==> config.mk <==
export PLATFORM = sky130hd
export DESIGN_NAME = inert_burst_rd
export DESIGN_NICKNAME = d
export VERILOG_FILES = /design/src/rtl/inert_pkg.sv /design/src/rtl/async_edge_det.sv /design/src/rtl/inert_burst_rd.sv
export SDC_FILE = /design/constraint.sdc
export NUM_CORES = 1
export LEC_CHECK = 0
export CORE_MARGIN = 3
export CORE_UTILIZATION = 30
export DETAILED_ROUTE_END_ITERATION = 7
export GPL_TIMING_DRIVEN = 0
export PLACE_DENSITY = 0.53
export SYNTH_ARGS = -nofsm -noshare
export SYNTH_HDL_FRONTEND = slang
export SYNTH_SLANG_ARGS = --single-unit
export TNS_END_PERCENT = 50
==> constraint.sdc <==
create_clock -name clk -period 2.3 [get_ports clk]
set_input_delay 0.46 -clock clk [delete_from_list [all_inputs] [get_ports clk]]
set_output_delay 0.46 -clock clk [all_outputs]
set_load 0.02 [all_outputs]
==> src/rtl/inert_pkg.sv <==
// Shared types and constants for the burst inertial reader.
// Sensor configuration words and the read-command builder live here.
package inert_pkg;

    typedef enum logic [2:0] {
        PWR_WAIT,
        CFG,
        IDLE,
        RD,
        PUB
    } inert_rd_state_t;

    localparam logic [15:0] CFG_CMD0 = 16'h0D02;
    localparam logic [15:0] CFG_CMD1 = 16'h1160;
    localparam logic [15:0] CFG_CMD2 = 16'h1440;
    localparam logic        READ_BIT = 1'b1;

    function automatic logic [15:0] rd_cmd(input logic [6:0] addr);
        return {READ_BIT, addr, 8'h00};
    endfunction

endpackage

==> src/rtl/async_edge_det.sv <==
// Two-flop synchroniser followed by a registered rising-edge detector.
// Reused for any asynchronous level input (INT, lftIR, rghtIR).
module async_edge_det (
    input  logic clk,
    input  logic rst_n,
    input  logic async_in,
    output logic rise
);

    logic s1, s2, s3;

    always_ff @(posedge clk or negedge rst_n) begin
        if (!rst_n) begin
            s1   <= 1'b0;
            s2   <= 1'b0;
            s3   <= 1'b0;
            rise <= 1'b0;
        end else begin
            s1   <= async_in;
            s2   <= s1;
            s3   <= s2;
            rise <= s2 & ~s3;
        end
    end

endmodule

==> src/rtl/inert_burst_rd.sv <==
// Configures the inertial sensor, then on each data-ready edge reads
// NUM_AXES 16-bit channels over SPI and publishes them as one snapshot.
module inert_burst_rd
    import inert_pkg::*;
#(
    parameter int         NUM_AXES  = 3,
    parameter logic [6:0] BASE_ADDR = 7'h22,
    parameter bit         FAST_SIM  = 1'b1,
    parameter int         TO_W      = 12
) (
    input  logic                    clk,
    input  logic                    rst_n,
    input  logic                    INT,
    input  logic                    done,
    input  logic [15:0]             rd_data,
    output logic                    wrt,
    output logic [15:0]             cmd,
    output logic [16*NUM_AXES-1:0]  axis_data,
    output logic                    vld,
    output logic                    init_done,
    output logic                    ovr,
    output logic                    to_err
);

    localparam int              TMR_W   = FAST_SIM ? 9 : 16;
    localparam int              NB      = 2 * NUM_AXES;
    localparam logic [3:0]      K_LAST  = 4'(NB - 1);
    localparam logic [TO_W-1:0] TO_LAST = ~TO_W'(1);

    inert_rd_state_t       state;
    logic [TMR_W-1:0]      tmr;
    logic [1:0]            cfg_idx;
    logic [3:0]            k;
    logic                  pending;
    logic [TO_W-1:0]       to_cnt;
    logic [16*NUM_AXES-1:0] byte_buf, byte_buf_nxt;
    logic [15:0]           cmd_q, cmd_nxt;
    logic                  int_edge;
    logic                  busy;
    logic                  unused;

    assign unused = ^rd_data[15:8];

    async_edge_det u_int_det (
        .clk      (clk),
        .rst_n    (rst_n),
        .async_in (INT),
        .rise     (int_edge)
    );

    assign busy = (state == CFG) || (state == RD);
    // Fires as the count rolls onto all-ones; a same-cycle done wins.
    assign to_err = busy && !done && (to_cnt == TO_LAST);
    assign ovr    = int_edge && ((state == RD) || (state == PUB));
    assign cmd    = cmd_nxt;

    always_comb begin
        wrt          = 1'b0;
        cmd_nxt      = cmd_q;
        byte_buf_nxt = byte_buf;
        for (int i = 0; i < NB; i++) begin
            if (k == 4'(i)) byte_buf_nxt[8*i +: 8] = rd_data[7:0];
        end
        case (state)
            PWR_WAIT: if (&tmr) begin
                wrt     = 1'b1;
                cmd_nxt = CFG_CMD0;
            end
            CFG: if (done && cfg_idx != 2'd2) begin
                wrt     = 1'b1;
                cmd_nxt = (cfg_idx == 2'd0) ? CFG_CMD1 : CFG_CMD2;
            end
            IDLE: if (int_edge || pending) begin
                wrt     = 1'b1;
                cmd_nxt = rd_cmd(BASE_ADDR);
            end
            RD: if (done && k != K_LAST) begin
                wrt     = 1'b1;
                cmd_nxt = rd_cmd(BASE_ADDR + 7'(k) + 7'd1);
            end
            default: ;
        endcase
    end

    always_ff @(posedge clk or negedge rst_n) begin
        if (!rst_n) begin
            state     <= PWR_WAIT;
            tmr       <= '0;
            cfg_idx   <= '0;
            k         <= '0;
            pending   <= 1'b0;
            to_cnt    <= '0;
            byte_buf  <= '0;
            cmd_q     <= '0;
            axis_data <= '0;
            vld       <= 1'b0;
            init_done <= 1'b0;
        end else begin
            vld <= 1'b0;
            if (wrt) cmd_q <= cmd_nxt;
            if (wrt) to_cnt <= '0;
            else if (busy && !done) to_cnt <= to_cnt + 1'b1;
            if (ovr) pending <= 1'b1;
            case (state)
                PWR_WAIT: begin
                    tmr <= tmr + 1'b1;
                    if (&tmr) begin
                        tmr     <= '0;
                        cfg_idx <= '0;
                        state   <= CFG;
                    end
                end
                CFG: begin
                    if (done) begin
                        if (cfg_idx == 2'd2) begin
                            init_done <= 1'b1;
                            state     <= IDLE;
                        end else begin
                            cfg_idx <= cfg_idx + 2'd1;
                        end
                    end else if (to_err) begin
                        state <= PWR_WAIT;
                    end
                end
                IDLE: begin
                    if (int_edge || pending) begin
                        pending <= 1'b0;
                        k       <= '0;
                        state   <= RD;
                    end
                end
                RD: begin
                    if (done) begin
                        byte_buf <= byte_buf_nxt;
                        // Publish straight from the merged buffer so vld
                        // lands one clock after the final done.
                        if (k == K_LAST) begin
                            axis_data <= byte_buf_nxt;
                            vld       <= 1'b1;
                            state     <= PUB;
                        end else begin
                            k <= k + 4'd1;
                        end
                    end else if (to_err) begin
                        state <= IDLE;
                    end
                end
                PUB: state <= IDLE;
                default: state <= PWR_WAIT;
            endcase
        end
    end

endmodule

==> results_dict.tcl, run 1 <==
set metrics [dict create \
    finalHoldViolations 2 \
    routed_via_density 4.89 \
    ys_seq_elements 141 \
    layout.nets 791 \
    synth-main-ff-cell "dfrtp_1" \
    skew_ns 0.0203 \
    crit_family "simple AND/OR/NAND/NOR gates" \
    cts_max_level 4 \
    r2r-start "tmr[1]" \
    leakagePower_nw 4.12 \
    hpwl_mm 11.7 \
    grt_overflow 0 \
    cp.buffers_inverters 2 \
    cts_hold_buffers 0 \
    clock_latency_ns 0.43 \
    numCtsBuffers 17 \
    cts-root-buf "clkbuf_16" \
    finalNonFillerCells 1047 \
    syn-num-nets 651 \
    antenna_found_initial 0 \
    vias 5120 \
    cp-start-kind "flop" \
    area_growth_pct 36.5 \
    yosysSeqAreaShare 0.530 \
    clkTransAtPathRegs_ns 0.06 \
    io_pins 89 \
    die_h_um 155 \
    rsz0062_at_grt "true" \
    grt_pass1_vias 5342 \
    slowest_stage "dfrtp_1" \
    dieArea_um2 24000 \
    arrival_ns 2.36 \
    crit_type "flop to output pin" \
    ant_nets 0 \
    setup-tns-final_ns -7.17 \
    cp.required_ns 1.84 \
    synthArstFlopShare 1.00 \
    cpPeakStageDelay_ns 0.36 \
    routed_wl_mm 17.5 \
    final_common_cell "dfrtp_1" \
    io_buffer_count 80 \
    final_cell_mix "dfrtp_1 (137), nand2_1 (89), clkdlybuf4s50_1 (59)" \
    min_period_ns 2.82 \
    finalHoldWorstSlack_ns -0.00516 \
    busiest_layer "met2" \
    wl_per_cell_um 16.7 \
    final_area_um2 9090 \
    synth.cell_area_um2 6660 \
    grt_pass1_wl_mm 28.1 \
    gr-usage-met1 0.190 \
    grt_max_degree 86 \
    max_cap_viol_count 0 \
    setup_viol 20 \
    drc 0 \
    fmax_ghz 0.354 \
    use_met2 0.240 \
    design.core.area_um2 21400 \
    maxSlewHeadroom 0.540 \
    worst_slack_ns -0.523 \
    final_core_util 0.424 \
    grtUsageMet3 0.0387 \
    finalPower_mw 11.3 \
    tightest_slew_ns 0.690 \
    place_area_um2 7890 \
    cts_sinks 141 \
    ff_latch_area_um2 3530 \
    nFillCells 1975 \
    syn_inst 619 \
    rows 53 \
    cp_cell_sequence "ha_2 > nand2_2 > nor2_4 > and3_4 > ha_4 > nand2b_4 > a31oi_4 > buf_6 > nand2_2 > a21o_1 > buf_6" \
    gp_congestion 0.868 \
    cp-end-kind "output pin" \
    r2r_cells 11 \
    dr.pass1.iters 5 \
    rr_endpoint "state[1]" \
    avgSynthCellArea_um2 10.8 \
    start_util 0.311 \
    track_usage 0.146 \
    ir_drop_mv 0.617 \
    status "complete, but fails checks" \
    synth_cell_type_count 61 \
    antenna_cells 0 \
    post-place-ws_ns -0.977 \
    min_path_type "primary input to async pin" \
    crit_path_start "tmr[0]" \
    cts_tree "yes" \
    clock_path_buffers 2 \
    power_density_nw_per_um2 1240 \
    slew_viol_final 0 \
    yosysWarningCount 0 \
    die-width_um 155 \
    drt_iter0_markers 197 \
    dp_cells 975 \
    crit_fanout 4 \
    layout-drive-gt1-share 0.290 \
    synth_edf_count 0 \
    r2r_slack_ns -0.17 \
    multi_input_area_um2 3150 \
    violations "hold timing, setup timing" \
    timing.final.crit_share 1.23 \
]
## registers in the layout (all words and copies together) (netlist names), 2 cells and up
register   count
byte_buf      40
state          3
tmr            9
to_cnt        12
cmd_q         16
axis_data     48
k              4
cfg_idx        2
## report_power, final
| part | switching (mW) | internal [mW] | total, mW |
|---|---|---|---|
| clock | 1.17 | 1.68 | 2.85 |
| sequential | 0.439 | 3.20 | 3.64 |
| combinational | 2.53 | 2.30 | 4.83 |
## worst max-delay path by stage
stage,depth (start not counted),end,slack [ns]
2_1_floorplan,10,wrt,-0.05
3_3_place_gp,1,axis_data[0],-4.82
3_5_place_dp,11,wrt,-0.98
4_1_cts,11,cmd[9],-0.53
5_1_grt,11,cmd[9],-0.62
6_report,11,cmd[9],-0.52
## cells in the mapped netlist (11+ instances only)
cell type	n	area (µm²)
mux2i_1	40	400
o21ai_0	54	270
dfrtp_1	141	3530
buf_2	19	95.1
nor3_1	12	60.1
a21o_1	11	82.6
and2_1	13	81.3
mux2_2	40	450
nand2_1	95	357
nor2_1	23	86.3
ha_1	12	150
clkbuf_1	17	63.8
inv_1	12	45.0
a21oi_1	14	70.1
## worst reg2reg max path: cells and delay by family, from the launching register on
kind,cells,cell delay [ns]
adders and majority gates,2,0.38
buffers and inverters,3,0.41
DFF,1,0.39
and+or+nand+nor,4,0.42
AOI/OAI and AO/OA,2,0.76
## layer usage
metal / vias to the layer above / share of wire
li1: 2428 / -
met1: 2573 / 0.45
met2: 99 / 0.49
met3: 20 / 0.041
met4: 0 / 0.017
met5: - / 0
## area by class of cell
class,count,area share
sequential,141,0.389
multi-input combinational,422,0.346
timing repair buffer,122,0.126
clock buffer,20,0.0503
tap,275,0.0379
buffer,41,0.0279
clock inverter,12,0.0161
inverter,14,0.00675
## cell families (layout without fill, tap and decap cells)
group                      count (synthesis)  after routing  share of synthesized area
and+or+nand+nor                          199            199                      0.151
DFF                                      141            141                      0.530
AOI/OAI and AO/OA                        119            119                      0.112
muxes                                     80             80                      0.128
buffers and inverters                     56            209                     0.0402
adders and majority gates                 12             12                     0.0226
xor gates and xnor gates                  12             12                     0.0158
## timing repair
action / CTS / global route
buffers inserted: 28 / 13
endpoints found under the setup margin: 28 / 20
pin swaps: 25 / 17
resized for setup: 153 / 29
Note: power is estimated with default switching activity, not from simulation.
==> run 2, diff against run 1 <==
--- a/config.mk
+++ b/config.mk
@@ -6,10 +6,11 @@
 export NUM_CORES = 1
 export LEC_CHECK = 0
 export CORE_MARGIN = 3
-export CORE_UTILIZATION = 30
+export CORE_UTILIZATION = 46
 export DETAILED_ROUTE_END_ITERATION = 7
 export GPL_TIMING_DRIVEN = 0
-export PLACE_DENSITY = 0.53
+export PLACE_DENSITY = 0.74
+export SKIP_CTS_REPAIR_TIMING = 1
 export SYNTH_ARGS = -nofsm -noshare
 export SYNTH_HDL_FRONTEND = slang
 export SYNTH_SLANG_ARGS = --single-unit
==> run 2 against run 1 <==
  * The flow finishes with violations (setup timing)
  * Critical endpoint is now cmd[4]
  * Via count fell by 0.80%
  * Clock power decreased by 6%
  * Setup slack got worse by 0.019 ns
  * Die area down 34%
  * Count of clock-buffer cells in the layout unchanged
==> results_dict.tcl, run 2 (synthesized netlist as in run 1, its figures left out) <==
set metrics [dict create \
    gp_congestion 0.897 \
    ant_nets 0 \
    violations "setup timing" \
    area_growth_pct 31.2 \
    cp-end-kind "output pin" \
    largest_reg_flops 48 \
    cts_max_level 4 \
    routed_wl_mm 16.1 \
    nFillCells 1073 \
    leakagePower_nw 4.05 \
    crit_path_start "tmr[1]" \
    top_regs "axis_data: 48 flops, byte_buf: 40 flops, cmd_q: 16 flops" \
    final_area_um2 8730 \
    clkTransAtPathRegs_ns 0.06 \
    grt_max_degree 104 \
    timing.final.crit_share 1.24 \
    r2r_cells 8 \
    antenna_cells 0 \
    drt_iter0_markers 319 \
    design.core.area_um2 14000 \
    cp-start-kind "flop" \
    skew_ns 0.0117 \
    final_common_cell "dfrtp_1" \
    status "complete, but fails checks" \
    wl_per_cell_um 17.2 \
    ir_drop_mv 0.589 \
    grt_pass1_vias 5152 \
    cts_sinks 141 \
    drc 0 \
    crit_end "cmd[4]" \
    met1Wirelength_mm 7.11 \
    layout.nets 775 \
    min_path_type "flop to flop" \
    multi_input_area_um2 3070 \
    setup_viol 17 \
    rsz0062_at_grt "true" \
    crit_fanout 6 \
    rows 43 \
    fmax_ghz 0.352 \
    max_cap_viol_count 0 \
    cp.buffers_inverters 2 \
    crit_family "simple AND/OR/NAND/NOR gates" \
    r2r_slack_ns 0.04 \
    finalNonFillerCells 936 \
    dr.pass1.iters 6 \
    track_usage 0.205 \
    dieArea_um2 15900 \
    finalHoldViolations 0 \
    place_area_um2 7770 \
    worst_slack_ns -0.543 \
    topRoutingLayerUsed "met4" \
    grt_overflow 0 \
    tightest_slew_ns 0.607 \
    die_h_um 126 \
    crit_type "flop to output pin" \
    wl_met3_um 956 \
    start_util 0.474 \
    cts_tree "yes" \
    die-width_um 126 \
    largest_register "axis_data" \
    vias 5079 \
    cpPeakStageDelay_ns 0.40 \
    min_period_ns 2.84 \
    post-place-ws_ns -1.02 \
    cp.required_ns 1.84 \
    routed_via_density 5.43 \
    layout-drive-gt1-share 0.255 \
    ff_latch_area_um2 3530 \
    grt_pass1_wl_mm 26.2 \
    setup-tns-final_ns -8.08 \
    slew_viol_final 0 \
    finalPower_mw 10.8 \
    wl_met2_mm 7.91 \
    dp_cells 880 \
    slowest_stage "dfrtp_1" \
    clock_path_buffers 2 \
    io_buffer_count 80 \
    cp_cell_sequence "ha_4 > nand2_2 > nor2_2 > and3_4 > ha_4 > nand2b_4 > a31oi_4 > nand2b_4 > buf_6 > and2_4 > buf_6" \
    arrival_ns 2.38 \
    clock_latency_ns 0.42 \
    numCtsBuffers 17 \
    power_density_nw_per_um2 1240 \
    io_pins 89 \
    cts-root-buf "clkbuf_16" \
    final_cell_mix "dfrtp_1 (137), nand2_1 (90), clkdlybuf4s50_1 (59)" \
    antenna_found_initial 0 \
    r2r-start "tmr[0]" \
    hpwl_mm 10.8 \
    maxSlewHeadroom 0.595 \
    rr_endpoint "state[1]" \
    cp.depth 11 \
]
==> run 2: cell types whose count changed in the layout (fill, tap and decap cells not counted), moves of 3 or more <==
cell            previous run  this run
and2_1                     6         9
and2_4                     7         4
buf_4                     42        24
buf_6                     25        21
dlymetal6s2s_1             0         3
==> run 2: power breakdown <==
| part | leakage (nW) | switching [mW] | internal (mW) |
|---|---|---|---|
| Combinational | 1.93 | 2.35 | 2.12 |
| Sequential | 1.84 | 0.472 | 3.20 |
| Clock | 0.279 | 1.10 | 1.57 |
==> run 2: through the flow <==
step           utilization  hold slack [ns]
2_1_floorplan            -            0.164
3_3_place_gp         0.551            0.338
3_5_place_dp         0.553            0.336
4_1_cts              0.595          -0.0476
5_1_grt              0.622            0.367
6_report             0.622            0.348
==> run 2: worst min-delay path by stage <==
stage,from,to,slack (ns),cells after the start
6_report,u_int_det.s1,u_int_det.s2,0.35,0
5_1_grt,u_int_det.s1,u_int_det.s2,0.37,0
4_1_cts,rst_n,to_cnt[8],-0.05,1
3_5_place_dp,u_int_det.s1,u_int_det.s2,0.34,0
3_3_place_gp,u_int_det.s1,u_int_det.s2,0.34,0
2_1_floorplan,rst_n,axis_data[0],0.16,0
==> run 2: worst reg2reg max path, stage by stage, from the launching register on <==
cell and delay, ns:
dfrtp_2 0.43, ha_4 0.18, nand2_2 0.08, nor2_2 0.05, and3_4 0.19, ha_4 0.19, a2111oi_2 0.54, nor3_2 0.11
a311o_1 0.37
==> run 2: area by class of cell <==
| cell class | instances | area share |
|---|---|---|
| flip-flops and latches | 141 | 0.405 |
| multi-input cells | 422 | 0.352 |
| repair buffers | 106 | 0.117 |
| clock buffers | 20 | 0.0523 |
| plain buffers | 41 | 0.0284 |
| well taps | 180 | 0.0258 |
| clock inverters | 12 | 0.0142 |
| inverters | 14 | 0.00659 |
==> run 2: per-layer routing <==
metal / up-vias / track usage
li1: 2395 / -
met1: 2525 / 0.277
met2: 145 / 0.331
met3: 14 / 0.0556
met4: 0 / 0.0505
met5: - / 0
==> run 3, diff against run 2 <==
--- a/config.mk
+++ b/config.mk
@@ -5,7 +5,6 @@
 export SDC_FILE = /design/constraint.sdc
 export NUM_CORES = 1
 export LEC_CHECK = 0
-export CORE_MARGIN = 3
 export CORE_UTILIZATION = 46
 export DETAILED_ROUTE_END_ITERATION = 7
 export GPL_TIMING_DRIVEN = 0
==> run 3 against run 2 <==
  * The run ends with hold timing, setup timing left
  * Final area is 1.5% higher
  * Routed wire length is 1.5% higher
  * Die area is 6.2% lower
  * Register-to-register slack hardly changed
  * Combinational power is 5.6% higher
==> results_dict.tcl, run 3 (synthesized netlist as in run 1, its figures left out) <==
set metrics [dict create \
    largest_reg_flops 48 \
    finalHoldWorstSlack_ns -0.000764 \
    slowest_stage "dfrtp_1" \
    clkTransAtPathRegs_ns 0.06 \
    leakagePower_nw 4.08 \
    final_common_cell "dfrtp_1" \
    antenna_cells 0 \
    drt_iter0_markers 342 \
    status "complete, but fails checks" \
    wl_per_cell_um 17.4 \
    setup_viol 17 \
    cp_cell_sequence "ha_4 > nand2_2 > nor2_2 > and3_4 > ha_4 > nor4b_4 > a21o_1 > nor2_4 > clkinv_4 > buf_6" \
    top_regs "axis_data: 48 flops, byte_buf: 40 flops, cmd_q: 16 flops" \
    rows 43 \
    vias 5199 \
    cp-end-kind "output pin" \
    finalPower_mw 11.1 \
    slew_viol_final 0 \
    cts_max_level 4 \
    worst_slack_ns -0.533 \
    violations "hold timing, setup timing" \
    design.core.area_um2 14000 \
    start_util 0.476 \
    ir_drop_mv 0.749 \
    area_growth_pct 33.2 \
    dr.pass1.iters 4 \
    largest_register "axis_data" \
    drc 0 \
    crit_fanout 13 \
    track_usage 0.227 \
    grt_overflow 0 \
    arrival_ns 2.37 \
    finalHoldViolations 1 \
    io_buffer_count 80 \
    cp-start-kind "flop" \
    io_pins 89 \
    numCtsBuffers 17 \
    grt_max_degree 84 \
    die_h_um 122 \
    timing.final.crit_share 1.23 \
    grt_pass1_wl_mm 26.0 \
    cts_sinks 141 \
    ant_nets 0 \
    max_cap_viol_count 0 \
    power_density_nw_per_um2 1250 \
    grt_pass1_vias 5186 \
    cts_tree "yes" \
    crit_path_frequent_cell "ha_4" \
    die-width_um 122 \
    skew_ns 0.0116 \
    nFillCells 1104 \
    ff_latch_area_um2 3530 \
    cts-root-buf "clkbuf_16" \
    final_core_util 0.634 \
    antenna_found_initial 0 \
    hpwl_mm 10.9 \
    fmax_ghz 0.353 \
    routed_wl_mm 16.4 \
    final_cell_mix "dfrtp_1 (137), nand2_1 (91), clkdlybuf4s50_1 (59)" \
    crit_type "flop to output pin" \
    layout.nets 783 \
    dieArea_um2 15000 \
    clock_path_buffers 2 \
    layout-drive-gt1-share 0.271 \
    gp_congestion 0.886 \
    maxSlewHeadroom 0.545 \
    min_period_ns 2.83 \
    cpPeakStageDelay_ns 0.40 \
    multi_input_area_um2 3150 \
    min_path_type "primary input to async pin" \
    tightest_slew_ns 0.682 \
    routed_via_density 5.51 \
    cp.required_ns 1.84 \
    rsz0062_at_grt "true" \
    clock_latency_ns 0.42 \
]
## run 3: power by group
group	total [mW]	switching (mW)	internal, mW
Clock	2.68	1.08	1.60
Sequential	3.67	0.472	3.20
Combinational	4.72	2.46	2.25
Total	11.1	4.01	7.05
## run 3: layer usage
metal | track usage | vias up | routed length, µm
met4 | 0.0770 | 0 | 279
met5 | 0 | - | 0
met2 | 0.366 | 150 | 8100
li1 | - | 2418 | -
met3 | 0.0637 | 24 | 836
met1 | 0.293 | 2607 | 7170
## run 3: final timing paths
kind,startpoint,to,slack [ns],cells past startpoint
worst min register to register,u_int_det.s1,u_int_det.s2,0.35,0
min in group clk,u_int_det.s1,u_int_det.s2,0.35,0
worst min-delay path,rst_n,to_cnt[8],-0.0008,1
worst max-delay path,tmr[1],wrt,-0.53,10
worst max register to register,tmr[1],state[1],0.05,9
max in group asynchronous,rst_n,k[0],1.52,2
## run 3: final cells by class
class                      instances  share of cell area
buffer                            41              0.0271
clock buffer                      19              0.0488
clock inverter                    12              0.0157
inverter                          14             0.00677
multi-input combinational        422               0.355
sequential                       141               0.399
tap                              180              0.0254
timing repair buffer             114               0.123
## run 3: per-stage QoR
step	area (µm²)	std cells	setup TNS (ns)	setup slack, ns	hold WS (ns)
floorplan	6720	619	-0.115	-0.0467	0.164
global placement	7740	879	-655.55	-4.55	0.339
detailed placement	7770	880	-16.93	-1.03	0.335
CTS	8340	911	-21.64	-1.49	0.0168
global route	8870	943	-9.05	-0.637	0.0430
finish	8870	943	-7.44	-0.533	-0.000764
## run 3: worst max-delay path: cells and delay by family, from the launching register on
family / cells / cell delay (ns)
simple gates: 5 / 0.75
compound gates: 1 / 0.25
buf+inv: 2 / 0.22
flops: 1 / 0.40
fa+ha+maj: 2 / 0.32
